==> config.mk <==
export PLATFORM = sky130hd
export DESIGN_NAME = class_argmax
export DESIGN_NICKNAME = d
export VERILOG_FILES = /design/src/rtl/class_argmax.sv
export SDC_FILE = /design/constraint.sdc
export NUM_CORES = 1
export LEC_CHECK = 0
export BUFFER_PORTS_ARGS = -buffer_cell sky130_fd_sc_hd__buf_4
export CAP_MARGIN = 20
export CORE_ASPECT_RATIO = 0.7
export CORE_MARGIN = 3
export CORE_UTILIZATION = 54
export DETAILED_ROUTE_END_ITERATION = 10
export PLACE_DENSITY = 0.81
export SETUP_SLACK_MARGIN = 0.05
export SYNTH_ARGS = -nofsm -noshare
export SYNTH_HDL_FRONTEND = slang
export SYNTH_SLANG_ARGS = --single-unit
==> constraint.sdc <==
create_clock -name s_axi_aclk -period 6.01 [get_ports s_axi_aclk]
set_input_delay 0.601 -clock s_axi_aclk [delete_from_list [all_inputs] [get_ports s_axi_aclk]]
set_output_delay 0.601 -clock s_axi_aclk [all_outputs]
set_load 0.02 [all_outputs]
==> src/rtl/class_argmax.sv <==
// class_argmax: output stage that scans a packed vector of neuron outputs one
// element per clock and reports the index and value of the largest element.
//
// Ports:
//   s_axi_aclk     clock (rising edge)
//   s_axi_aresetn  synchronous reset, active low
//   i_data         packed input vector, element k = i_data[k*DATA_WIDTH +: DATA_WIDTH]
//   i_valid        input vector valid
//   i_ready        block can accept a vector (IDLE only)
//   o_class        index of the maximum element
//   o_max          value of the maximum element
//   o_valid        result valid
//   o_ready        consumer accepts the result
//   o_busy         scan in progress or result pending
//   intr           sticky result-ready interrupt
//   intr_clr       one-cycle interrupt clear
module class_argmax #(
  parameter int unsigned DATA_WIDTH = 16,
  parameter int unsigned NUM_IN     = 10,
  parameter int unsigned IDX_WIDTH  = 4,
  parameter bit          SIGNED     = 1'b1
) (
  input  logic                         s_axi_aclk,
  input  logic                         s_axi_aresetn,
  input  logic [NUM_IN*DATA_WIDTH-1:0] i_data,
  input  logic                         i_valid,
  output logic                         i_ready,
  output logic [IDX_WIDTH-1:0]         o_class,
  output logic [DATA_WIDTH-1:0]        o_max,
  output logic                         o_valid,
  input  logic                         o_ready,
  output logic                         o_busy,
  output logic                         intr,
  input  logic                         intr_clr
);

  localparam int unsigned SEL_W = (NUM_IN > 1) ? $clog2(NUM_IN) : 1;
  localparam logic [IDX_WIDTH-1:0] LAST_IDX = IDX_WIDTH'(NUM_IN - 1);

  typedef enum logic [1:0] {
    IDLE = 2'd0,
    SCAN = 2'd1,
    DONE = 2'd2
  } state_t;

  state_t                            state_q, state_d;
  logic [NUM_IN-1:0][DATA_WIDTH-1:0] vec_q, vec_d;
  logic [DATA_WIDTH-1:0]             run_max_q, run_max_d;
  logic [IDX_WIDTH-1:0]              run_idx_q, run_idx_d;
  logic [IDX_WIDTH-1:0]              cnt_q, cnt_d;

  logic [IDX_WIDTH-1:0]              class_d;
  logic [DATA_WIDTH-1:0]             max_d;
  logic                              valid_d;
  logic                              busy_d;
  logic                              ready_d;
  logic                              intr_d;
  logic                              set_intr;

  logic [DATA_WIDTH-1:0]             elem;
  logic                              win;
  logic [DATA_WIDTH-1:0]             fin_max;
  logic [IDX_WIDTH-1:0]              fin_idx;

  // Strict greater-than in the configured number format.
  function automatic logic greater(input logic [DATA_WIDTH-1:0] a,
                                   input logic [DATA_WIDTH-1:0] b);
    if (SIGNED) greater = ($signed(a) > $signed(b));
    else        greater = (a > b);
  endfunction

  // Next-state, datapath and output logic.
  always_comb begin
    state_d   = state_q;
    vec_d     = vec_q;
    run_max_d = run_max_q;
    run_idx_d = run_idx_q;
    cnt_d     = cnt_q;
    class_d   = o_class;
    max_d     = o_max;
    valid_d   = o_valid;
    set_intr  = 1'b0;

    // Strict compare keeps the earlier index on ties.
    elem    = vec_q[SEL_W'(cnt_q)];
    win     = greater(elem, run_max_q);
    fin_max = win ? elem  : run_max_q;
    fin_idx = win ? cnt_q : run_idx_q;

    unique case (state_q)
      IDLE: begin
        if (i_valid) begin
          vec_d     = i_data;
          run_max_d = i_data[DATA_WIDTH-1:0];
          run_idx_d = '0;
          cnt_d     = IDX_WIDTH'(1);
          if (NUM_IN == 1) begin
            state_d  = DONE;
            class_d  = '0;
            max_d    = i_data[DATA_WIDTH-1:0];
            valid_d  = 1'b1;
            set_intr = 1'b1;
          end else begin
            state_d = SCAN;
          end
        end
      end
      SCAN: begin
        run_max_d = fin_max;
        run_idx_d = fin_idx;
        cnt_d     = cnt_q + IDX_WIDTH'(1);
        if (cnt_q == LAST_IDX) begin
          state_d  = DONE;
          class_d  = fin_idx;
          max_d    = fin_max;
          valid_d  = 1'b1;
          set_intr = 1'b1;
        end
      end
      DONE: begin
        if (o_valid && o_ready) begin
          valid_d = 1'b0;
          state_d = IDLE;
        end
      end
      default: state_d = IDLE;
    endcase

    // Set wins over a simultaneous clear.
    intr_d  = set_intr | (intr & ~intr_clr);
    ready_d = (state_d == IDLE);
    busy_d  = (state_d != IDLE);
  end

  // Control and output registers.
  always_ff @(posedge s_axi_aclk) begin
    if (!s_axi_aresetn) begin
      state_q <= IDLE;
      o_class <= '0;
      o_max   <= '0;
      o_valid <= 1'b0;
      o_busy  <= 1'b0;
      i_ready <= 1'b1;
      intr    <= 1'b0;
    end else begin
      state_q <= state_d;
      o_class <= class_d;
      o_max   <= max_d;
      o_valid <= valid_d;
      o_busy  <= busy_d;
      i_ready <= ready_d;
      intr    <= intr_d;
    end
  end

  // Scan datapath; contents only matter after a capture in IDLE.
  always_ff @(posedge s_axi_aclk) begin
    vec_q     <= vec_d;
    run_max_q <= run_max_d;
    run_idx_q <= run_idx_d;
    cnt_q     <= cnt_d;
  end

endmodule
======== Word-level counts from Yosys, hierarchy flattened ========
Cells that the tools add are included.
cells by class
  add/subtract/negate cells ............... 1
  order comparisons ....................... 2
  equal/unequal tests ..................... 6
  multiplexer cells ....................... 19
  bitwise gates (word level) .............. 3
  reductions and logical operators ........ 10
operators by type and width
  operator                                                                       number
  16-bit binary-select mux with 4-bit select                                     1
  16-bit two-way mux                                                             3
  16-bit one-hot mux with 2 select lines                                         1
  16-bit greater-than comparator                                                 1
  4-bit one-hot mux with 2 select lines                                          2
  4-bit two-way mux                                                              3
  2-bit two-way mux                                                              3
  2-bit != test (second input constant)                                          3
  2-bit one-hot mux with 3 select lines                                          1
  2-bit AND reduction                                                            3
  2-bit nonzero test                                                             3
  4-bit by 5-bit less-than comparator with 1-bit output (second input constant)  1
  4-bit by 1-bit adder with 4-bit output (second input constant)                 1
  4-bit == test (second input constant)                                          1
  2-bit zero test                                                                2
  1-bit two-way mux                                                              4
  3-bit AND reduction                                                            1
  2-bit by 1-bit == test with 1-bit output (second input constant)               1
  2-bit == test (second input constant)                                          1
  1-bit one-hot mux with 2 select lines                                          1
  1-bit bitwise AND                                                              1
  1-bit logical AND                                                              1
  1-bit inverter                                                                 1
  1-bit OR                                                                       1
storage, ports and cells
  bits in registers ....................... 210
  input port bits ......................... 165

======== Depth between registers and ports, before layout ========
Gate-level depths: netlist of run 1.
  depth after elaboration ................. 5
  gate-level depth with buffers ........... 16
  gate-level depth less buffers ........... 11

======== Worst setup path before layout of run 1 ========
No wires, ideal clock.
  path kind ............................... reg2reg
  start point ............................. register state_q[0]
  end point ............................... register i_ready
  setup time .............................. 0.120 ns
  arrival ................................. 4.819 ns
  slack ................................... 1.071 ns
  stages on the path, launching flop included .. 7
  path buffers ............................ 0
  clock period less this slack ............ 4.939 ns
  cells stage by stage .................... dfxtp_1 inv_1 ha_1 and2_1 a21oi_1 a31oi_1 inv_1
on the way
  word-level cells in the longest chain between the ends .. 3
  elaborated cells on any way between the ends .. 8
  those cells by class .................... 2 x eq/ne; 4 x mux; 2 x reduce/logical
RTL lines
  element                                  RTL line  text
  start, declared                          46        state_t state_q, state_d;
  start signal, assigned                   146       state_q <= state_d;
  2-bit == test (tied with other cells)    90        unique case (state_q)
  2-bit one-hot mux with 3 select lines *  90
  2-bit zero test *                        131       ready_d = (state_d == IDLE);
  end signal, assigned                     151       i_ready <= ready_d;
  end, declared                            27        output logic i_ready,
Every way passes the cells marked *; elsewhere a longest branch is shown, timed or not.
A chain may end at the register's enable or synchronous reset.

======== Worst setup path in the final report of run 1 ========
  start point ............................. register cnt_q[0]
  end point ............................... register run_max_q[14], data pin
on the way
  word-level cells in the longest chain between the ends .. 5
RTL lines
  element                                       RTL line  text
  start, declared                               50        logic [IDX_WIDTH-1:0] cnt_q, cnt_d;
  start signal, assigned                        161       cnt_q <= cnt_d;
  16-bit binary-select mux with 4-bit select *  85        elem = vec_q[SEL_W'(cnt_q)];
  16-bit two-way mux (implied by the code) *    85
  16-bit greater-than comparator                68        if (SIGNED) greater = ($signed(a) > $signed(b));
  16-bit two-way mux *                          87        fin_max = win ? elem : run_max_q;
  16-bit one-hot mux with 2 select lines *      90
  via run_max_d[14]                             48        logic [DATA_WIDTH-1:0] run_max_q, run_max_d;
  end signal, assigned                          159       run_max_q <= run_max_d;
  end, declared                                 48
Mark *: on every way through the listed nets, which the timed path passes. The rest lies on a longest branch. The select of a mux whose other input is x is not followed.

==> impl_metrics.toml, run 1 <==
[run_status]
status = "finished, final reports clean"

[final_layout]
synthToLayoutAreaGrowth_pct = 24.9
n_antenna_cell = 0
nets = 907
fillers = 1075
multi_input_area_sq_mm = 0.00253
final_layout_size_suffix_gt1_share_pct = 38.2
seqCellArea_sq_mm = 0.00605

[clock_tree]
postCtsHoldBufs = 0
htreeDepth = 1
cts_sinks = 210
post_cts_resized = 0
cts_tree = "yes"
clkLatencyLatePin_ps = 500
cts_root_buffer = "clkbuf_16"
cts_buffers = 21
cts_setup_buffers = 0
clockBufferDepth = 3
clkTransAtPathRegs_ps = 60

[sta]
finalSetupTns_ps = 0
final-max-slew-violation-count = 0
finClkSkew_ps = 11.0
slew_headroom_pct = 30.4
finalCritPeriodShare_pct = 78.2
setup_viol = 0
rsz0062_at_grt = "false"
worst_pin_slew_ps = 1040
hold_viol = 0
holdWs_ps = 272
finalCriticalPeriod_ps = 4700
max_freq_ghz = 0.213

[worst_setup_path]
slowest_stage = "edfxtp_1"
critical_path_class = "reg -> reg"
startpoint = "cnt_q[0]"
slowest_delay_ps = 920
crit_required_ps = 6250
r2r-start = "cnt_q[0]"
cp-end-kind = "flop"
critical_path_arrival_ps = 4940
start_kind = "flop"
critPathMostFrequentCell = "buf_4"
cp_cell_sequence = "buf_4 -> mux4_2 -> a22oi_1 -> o21a_1 -> inv_1 -> ha_1 -> nand4_1 -> nor3_1 -> a21boi_1 -> o31ai_4 -> buf_4 -> mux2i_1 -> mux2_2"
crit_fanout = 30

[drt]
vias_per_cell = 5.70
drc = 0
drt_iter0_markers = 443
drtPass1Iterations = 5
wirelength_mm = 19.9
vias = 5441
wl_per_cell_um = 20.8
ant_nets = 0

[global_routing]
grt_pass1_vias = 5520
grt-busiest-layer = "met2"
grt_pass1_wl_mm = 30.6
grtUsageMet3_pct = 5.27
grt_max_degree = 75
overflow = 0
grt_use_met1_pct = 32.4
use_met2_pct = 32.7
grt.total_usage_pct = 21.7
antenna_found_initial = 0

[floorplan]
die_w_um = 159
die-area_sq_mm = 0.0180
initial_core_util_pct = 56.2
core_sq_mm = 0.0158
die_y_um = 113
rows = 38
pin_count = 189

[pwr]
power.density_mw_per_mm2 = 325
p_leak_uw = 0.00437
irDropWorstVdd_v = 0.000308

[synth]
async_flop_share_pct = 0
synth_top_area_share_pct = 62.2
synth_ff_type = "edfxtp_1"
avgSynthCellArea_sq_um = 16.7
seq_area_frac_synth_pct = 68.1
synthCells = 533
synth_cell_type_count = 42
yosysMostFrequentCell = "edfxtp_1"
ys_ff_latch = 210
synth_top_area_cell = "edfxtp_1"
netlist_area_sq_mm = 0.00888
synth_commonest_cells = "184 x edfxtp_1, 37 x inv_1, 35 x mux2i_1"
synth_edf_count = 184
synth_fp_nets = 720
yosys_warnings = 0
ys_top_cells_by_area = "edfxtp_1 62%, mux4_2 8.1%, dfxtp_1 5.9%"

[job]
max_cap_viol_count = 0

[place]
io_buffer_count = 188
gp_congestion = 0.845
hpwl_mm = 13.9

[hold_path]
min_path_type = "in -> reg"
hp-start = "i_data[156]"
[cells by family after synthesis]
logic type / synth area share [%]
AOI/OAI and AO/OA: 6.64
xor gates and xnor gates: 0.197
adders and majority gates: 3.10
buffers and inverters: 3.61
DFF: 68.1
muxes: 14.1
and+or+nand+nor: 4.26
[metrics by stage]
stage / area [sq um] / total power, uW / std cells / worst slack [ps] / utilization, %
global placement: 10500 / 2400 / 917 / 1450 / 66.3
floorplan: 8880 / 2240 / 533 / 1070 / -
detailed placement: 10500 / 2430 / 917 / 1290 / 66.3
global route: 11100 / 3750 / 955 / 1030 / 70.2
CTS: 11100 / 3620 / 955 / 1280 / 70.2
finish: 11100 / 3600 / 955 / 1310 / 70.2
[sequential cells by signal, summed over array words and instances, names as in the netlist]
name	flops
vec_q	160
o_max	16
o_valid	1
intr	1
o_busy	1
cnt_q	4
o_class	4
state_q	2
i_ready	1
run_max_q	16
run_idx_q	4
[layer usage]
| metal | up-vias | wire [um] |
|---|---|---|
| li1 | 2485 | - |
| met1 | 2687 | 9150 |
| met2 | 240 | 8770 |
| met3 | 29 | 1560 |
| met4 | 0 | 393 |
| met5 | - | 0 |
[where the power goes]
part | leakage [uW] | internal, uW | switching, uW
clock | 0.000307 | 660 | 538
combinational | 0.00208 | 294 | 333
sequential | 0.00198 | 1730 | 51.7
total | 0.00437 | 2680 | 922
[worst max-delay path, delay by kind of cell (launching register included)]
kind | cells | cell delay [ps]
buf+inv | 3 | 720
mux | 3 | 1020
fa+ha+maj | 1 | 300
simple gates | 2 | 440
flops | 1 | 920
compound gates | 4 | 1020
[layout by cell type (no fill, tap or decap), types with 17 or more instances in the layout]
master | synthesis | final
nand3_1 | 21 | 21
a22oi_1 | 17 | 17
buf_4 | 6 | 197
mux4_2 | 32 | 32
edfxtp_1 | 184 | 184
dfxtp_1 | 26 | 26
inv_1 | 37 | 37
clkbuf_16 | 0 | 21
mux2i_1 | 35 | 35
ha_1 | 22 | 22
nand4_1 | 19 | 19
[final cells by class]
class,instances,area share (%)
Clock buffer,27,5.03
Clock inverter,11,0.564
Inverter,37,1.25
Multi-Input combinational cell,253,22.8
Sequential cell,210,54.5
Tap cell,220,2.48
Timing Repair Buffer,197,13.3
[worst paths after layout]
path | endpoint | slack, ps | depth (start not counted)
min reg2reg | o_class[2] | 470 | 2
min | vec_q[156] | 270 | 1
max | run_max_q[14] | 1310 | 13
max reg2reg | run_max_q[14] | 1310 | 13
(Power assumes the default switching activity.)
==> inputs of run 2 (changes only) <==
--- a/config.mk
+++ b/config.mk
@@ -9,9 +9,9 @@
 export CAP_MARGIN = 20
 export CORE_ASPECT_RATIO = 0.7
 export CORE_MARGIN = 3
-export CORE_UTILIZATION = 54
+export CORE_UTILIZATION = 49
 export DETAILED_ROUTE_END_ITERATION = 10
-export PLACE_DENSITY = 0.81
+export PLACE_DENSITY = 0.78
 export SETUP_SLACK_MARGIN = 0.05
 export SYNTH_ARGS = -nofsm -noshare
 export SYNTH_HDL_FRONTEND = slang
==> constraint.sdc (replaced) <==
create_clock -name s_axi_aclk -period 4.3 [get_ports s_axi_aclk]
set_input_delay 0.43 -clock s_axi_aclk [delete_from_list [all_inputs] [get_ports s_axi_aclk]]
set_output_delay 0.43 -clock s_axi_aclk [all_outputs]
set_load 0.02 [all_outputs]
==> run 2 against run 1 <==
  * Final cell count up 1.8%
  * Register-to-register slack worse by 990 ps
  * Via count down 0.20%
  * Combinational power up 47%
  * Total power up 41%
  * Non-clock buffer count up 7
  * First-iteration DRC count up 16%
  * Critical path type unchanged
  * Critical endpoint is now run_max_q[11]
  * Highest routed layer unchanged
==> impl_metrics.toml, run 2 (synthesized netlist as in run 1, its figures left out) <==
[run_status]
status = "finished, final reports clean"

[pwr]
seq_power_share_pct = 48.8
p_leak_uw = 0.00441
clkPwrFrac_pct = 33.1
p_sw_share_pct = 25.0
irDropWorstVdd_v = 0.000351
switchingPower_uw = 1270
power_frac_comb_pct = 18.1
p_total_uw = 5080
p_int_uw = 3810
power.density_mw_per_mm2 = 454

[floorplan]
die-area_sq_mm = 0.0198
die_y_um = 119
rows = 40
initial_core_util_pct = 50.8
die_w_um = 167
core_sq_mm = 0.0175
pin_count = 189

[clock_tree]
post_cts_resized = 0
clockBufferDepth = 3
htreeDepth = 1
cts_sinks = 210
cts_setup_buffers = 0
postCtsHoldBufs = 0
clkLatencyLatePin_ps = 500
cts_tree = "yes"
cts_root_buffer = "clkbuf_16"
clkTransAtPathRegs_ps = 60
cts_buffers = 21

[sta]
rsz0062_at_grt = "false"
final-max-slew-violation-count = 0
holdWs_ps = 102
finClkSkew_ps = 15.2
worst_pin_slew_ps = 1040
hold_viol = 0
setup_viol = 0
slew_headroom_pct = 30.6
max_freq_ghz = 0.252
setup_ws_ps = 324
finalCritPeriodShare_pct = 92.5
finalSetupTns_ps = 0
finalCriticalPeriod_ps = 3980

[global_routing]
grt_max_degree = 82
grt_pass1_vias = 5606
overflow = 0
grt_pass1_wl_mm = 31.4
antenna_found_initial = 0
grt.total_usage_pct = 20.3

[worst_setup_path]
crit_required_ps = 4540
start_kind = "flop"
critical_path_arrival_ps = 4220
cp-end-kind = "flop"
crit_fanout = 21
critical_path_class = "reg -> reg"

[final_layout]
final_layout_size_suffix_gt1_share_pct = 38.3
final_util_pct = 64.1
nets = 914
synthToLayoutAreaGrowth_pct = 26.1
largest_register_ffs = 160
n_antenna_cell = 0
seqCellArea_sq_mm = 0.00605
multi_input_area_sq_mm = 0.00253
final_common_cell = "buf_4"
largest_registers = "vec_q: 160 flops, o_max: 16 flops, run_max_q: 16 flops"
final_cell_mix = "201 x buf_4, 184 x edfxtp_1, 37 x inv_1"
regMostFlops = "vec_q"
fillers = 1232

[hold_path]
min_path_type = "in -> reg"

[drt]
vias = 5430
wirelength_mm = 20.2
vias_per_cell = 5.59
drtPass1Iterations = 5
wl_per_cell_um = 20.8
ant_nets = 0
drt_iter0_markers = 516
drc = 0

[place]
hpwl_mm = 14.3
pre_cts_ws_ps = 341
gp_congestion = 0.848
io_buffer_count = 188

[job]
max_cap_viol_count = 0
[run 2: layer usage]
layer	GRT usage [%]	up-vias	wire length, um
met1	30.3	2676	9080
met4	4.02	0	356
met3	4.45	25	1540
met5	0	-	0
met2	31.1	217	9190
li1	-	2512	-
[run 2: final timing paths]
path / slack (ps) / endpoint / depth (start not counted) / startpoint
setup / recovery: 320 / run_max_q[11] / 13 / cnt_q[0]
hold / removal: 100 / vec_q[121] / 1 / i_data[121]
setup reg to reg: 320 / run_max_q[11] / 13 / cnt_q[0]
hold reg to reg: 470 / o_class[2] / 2 / o_class[2]
[run 2: layout make-up]
class	count	area share, %
Clock inverter	10	0.682
Clock buffer	27	4.90
Timing Repair Buffer	204	14.0
Sequential cell	210	54.0
Inverter	37	1.24
Tap cell	231	2.58
Multi-Input combinational cell	253	22.6
[run 2: worst max-delay path: stages (launching register included)]
cell and delay [ps]:
edfxtp_1 400, buf_4 390, mux4_2 570, a22oi_1 270
o21a_1 210, inv_1 50, ha_1 280, nand4_1 150
nor3_1 290, a21boi_1 310, o31ai_4 130, buf_4 240
mux2i_1 150, mux2_2 280
[run 2: per-stage QoR]
step / area (sq um) / cells
after floorplan: 8880 / 533
after global placement: 10600 / 935
after detailed placement: 10600 / 935
after CTS: 11200 / 972
after global routing: 11200 / 972
final: 11200 / 972
[run 2: power by group through the flow]
stage,Combinational (uW),Sequential [uW],Clock [uW]
after floorplan,618,2510,0
after global placement,881,2510,0
after detailed placement,912,2520,0
after CTS,919,2480,1720
after global routing,1000,2490,1820
final,920,2480,1680
==> inputs of run 3 (changes only) <==
--- a/config.mk
+++ b/config.mk
@@ -5,13 +5,14 @@
 export SDC_FILE = /design/constraint.sdc
 export NUM_CORES = 1
 export LEC_CHECK = 0
+export ABC_AREA = 1
 export BUFFER_PORTS_ARGS = -buffer_cell sky130_fd_sc_hd__buf_4
 export CAP_MARGIN = 20
 export CORE_ASPECT_RATIO = 0.7
 export CORE_MARGIN = 3
-export CORE_UTILIZATION = 49
+export CORE_UTILIZATION = 50
 export DETAILED_ROUTE_END_ITERATION = 10
-export PLACE_DENSITY = 0.78
+export PLACE_DENSITY = 0.86
 export SETUP_SLACK_MARGIN = 0.05
 export SYNTH_ARGS = -nofsm -noshare
 export SYNTH_HDL_FRONTEND = slang
==> run 3 against run 2 <==
  * Die area rose by 2.2%
  * Area after synthesis is 4.3% higher
  * Register-to-register slack improved by 60 ps
  * Critical path type unchanged
  * Clock power rose by 6%
  * Largest cell class unchanged
  * Worst hold slack lost 3.9 ps
  * Sequential share of layout area down 1.6 points
  * Clock-buffer cell count up 1
  * Flip-flop and latch count unchanged
  * Critical endpoint is now run_max_q[1]
  * Utilization up 1.2 points
  * Final cell count is 37% higher
  * Sequential power grew 2%
  * Clock skew decreased by 7.1 ps
==> impl_metrics.toml, run 3 <==
[pwr]
p_sw_share_pct = 29.2
p_leak_uw = 0.00503
switchingPower_uw = 1610
power.density_mw_per_mm2 = 477
power_frac_comb_pct = 21.6
irDropWorstVdd_v = 0.000433
clkPwrFrac_pct = 32.4
seq_power_share_pct = 46.0
p_int_uw = 3890

[worst_setup_path]
crit_fanout = 23
crit_required_ps = 4560
critPathMostFrequentCell = "nand2_1"
critPathTopFamily = "simple AND/OR/NAND/NOR gates"
worst-path-buf-inv = 1
rrSetupSlack_ps = 380
slowest_delay_ps = 700
cp_cell_sequence = "buf_4 -> nor2_1 -> o21ai_1 -> nand3_1 -> nand3_1 -> nand2_1 -> ha_1 -> nand2_1 -> o21ai_0 -> a21oi_1 -> nand2_1 -> nand2_1 -> nand3_1 -> nand2_1 -> nand2_1 -> nand2_1 -> nand2_1"
critical_path_class = "reg -> reg"
critical_path_arrival_ps = 4180
slowest_stage = "edfxtp_1"
start_kind = "flop"
cp-end-kind = "flop"

[global_routing]
grt_pass1_wl_mm = 37.3
grt_pass1_vias = 6925
overflow = 0
grt.total_usage_pct = 23.7
grt_max_degree = 89
antenna_found_initial = 0

[sta]
max_freq_ghz = 0.255
hold_viol = 0
final-max-slew-violation-count = 0
finClkSkew_ps = 8.03
finalCriticalPeriod_ps = 3920
finalSetupTns_ps = 0
finalCritPeriodShare_pct = 91.2
rsz0062_at_grt = "false"
setup_viol = 0
slew_headroom_pct = 39.1
worst_pin_slew_ps = 914

[floorplan]
pin_count = 189
initial_core_util_pct = 52.4
die_w_um = 169
die_y_um = 120
rows = 40
core_sq_mm = 0.0177
die-area_sq_mm = 0.0202

[clock_tree]
cts_setup_buffers = 0
cts_buffers = 21
postCtsHoldBufs = 0
clockBufferDepth = 3
clkTransAtPathRegs_ps = 60
post_cts_resized = 0
htreeDepth = 1
cts_sinks = 210
clkLatencyLatePin_ps = 500
cts_root_buffer = "clkbuf_16"
cts_tree = "yes"

[final_layout]
n_antenna_cell = 0
largest_register_ffs = 160
largest_registers = "vec_q: 160 flops, o_max: 16 flops, run_max_q: 16 flops"
synthToLayoutAreaGrowth_pct = 24.5
regMostFlops = "vec_q"
final_common_cell = "nand2_1"
final_cell_mix = "274 x nand2_1, 200 x buf_4, 184 x edfxtp_1"
final_util_pct = 65.3
fillers = 1337
final_layout_size_suffix_gt1_share_pct = 22.0
nets = 1270

[place]
gp_congestion = 0.905
hpwl_mm = 17.2
io_buffer_count = 188

[synth]
async_flop_share_pct = 0
ys_top_cells_by_area = "edfxtp_1 60%, nand2_1 11%, dfxtp_1 5.6%"
synth_top_area_share_pct = 59.7
synth_fp_nets = 1091
ys_ff_latch = 210
synth_cell_type_count = 24
seq_area_frac_synth_pct = 65.3
yosysMostFrequentCell = "nand2_1"
avgSynthCellArea_sq_um = 10.2
synthCells = 904
synth_ff_type = "edfxtp_1"
netlist_area_sq_mm = 0.00926
synth_edf_count = 184
yosys_warnings = 0
synth_commonest_cells = "274 x nand2_1, 184 x edfxtp_1, 105 x nor2_1"
synth_top_area_cell = "edfxtp_1"

[drt]
wl_per_cell_um = 18.5
vias = 7223
drtPass1Iterations = 6
wirelength_mm = 24.6
ant_nets = 0
vias_per_cell = 5.44
drt_iter0_markers = 942
drc = 0

[hold_path]
min_path_type = "in -> reg"

[job]
max_cap_viol_count = 0

[run_status]
status = "finished, final reports clean"
[run 3: changes by cell type after synthesis, moves of 15 or more]
cell / change
a22oi_1: -17
inv_1: +15
mux2_2: -16
mux2i_1: -35
mux4_2: -32
nand2_1: +270
nand3_1: +54
nor2_1: +102
o21ai_0: +21
o21ai_1: +29
o311ai_0: -16
[run 3: stage by stage]
stage / power [uW] / hold WS, ps / std cells / setup slack, ps / area, sq um
6_report: 5500 / 97.8 / 1328 / 379 / 11500
5_1_grt: 5750 / 88.8 / 1328 / 85.5 / 11500
4_1_cts: 5490 / 91.5 / 1327 / 486 / 11500
3_5_place_dp: 3730 / 480 / 1290 / 512 / 10900
3_3_place_gp: 3680 / 464 / 1290 / 698 / 10900
2_1_floorplan: 3340 / 506 / 904 / 787 / 9270
[run 3: layer usage]
metal / global-route usage (%) / routed length, um / part of all wire (%)
met3: 6.26 / 2580 / 10
met2: 37.0 / 11300 / 46
met4: 5.98 / 598 / 2.4
met1: 33.4 / 10200 / 41
met5: 0 / 0 / 0
[run 3: power by group through the flow]
stage / logic, uW / clock network [uW] / registers [uW]
2_1_floorplan: 767 / 0 / 2570
3_3_place_gp: 1110 / 0 / 2560
3_5_place_dp: 1160 / 0 / 2570
4_1_cts: 1170 / 1800 / 2530
5_1_grt: 1320 / 1890 / 2540
6_report: 1190 / 1780 / 2530
[run 3: final timing paths]
check,endpoint,start,depth (start not counted)
worst max register to register,run_max_q[1],cnt_q[1],17
worst max-delay path,run_max_q[1],cnt_q[1],17
worst min-delay path,vec_q[65],i_data[65],1
worst min register to register,intr,intr,2
[run 3: cells by family after synthesis]
logic type	Yosys count	share of synthesized area [%]
compound gates	91	5.62
xor+xnor	1	0.0946
fa+ha+maj	22	2.97
buf+inv	104	5.00
flops	210	65.3
simple gates	476	21.0
[run 3: layout make-up]
type | count | area (sq um) | share of cell area [%]
Sequential cell | 210 | 6050 | 52.4
Multi-Input combinational cell | 590 | 2760 | 23.9
Timing Repair Buffer | 203 | 1570 | 13.6
Clock buffer | 28 | 552 | 4.79
Tap cell | 231 | 289 | 2.51
Inverter | 57 | 218 | 1.89
Clock inverter | 9 | 97.6 | 0.846
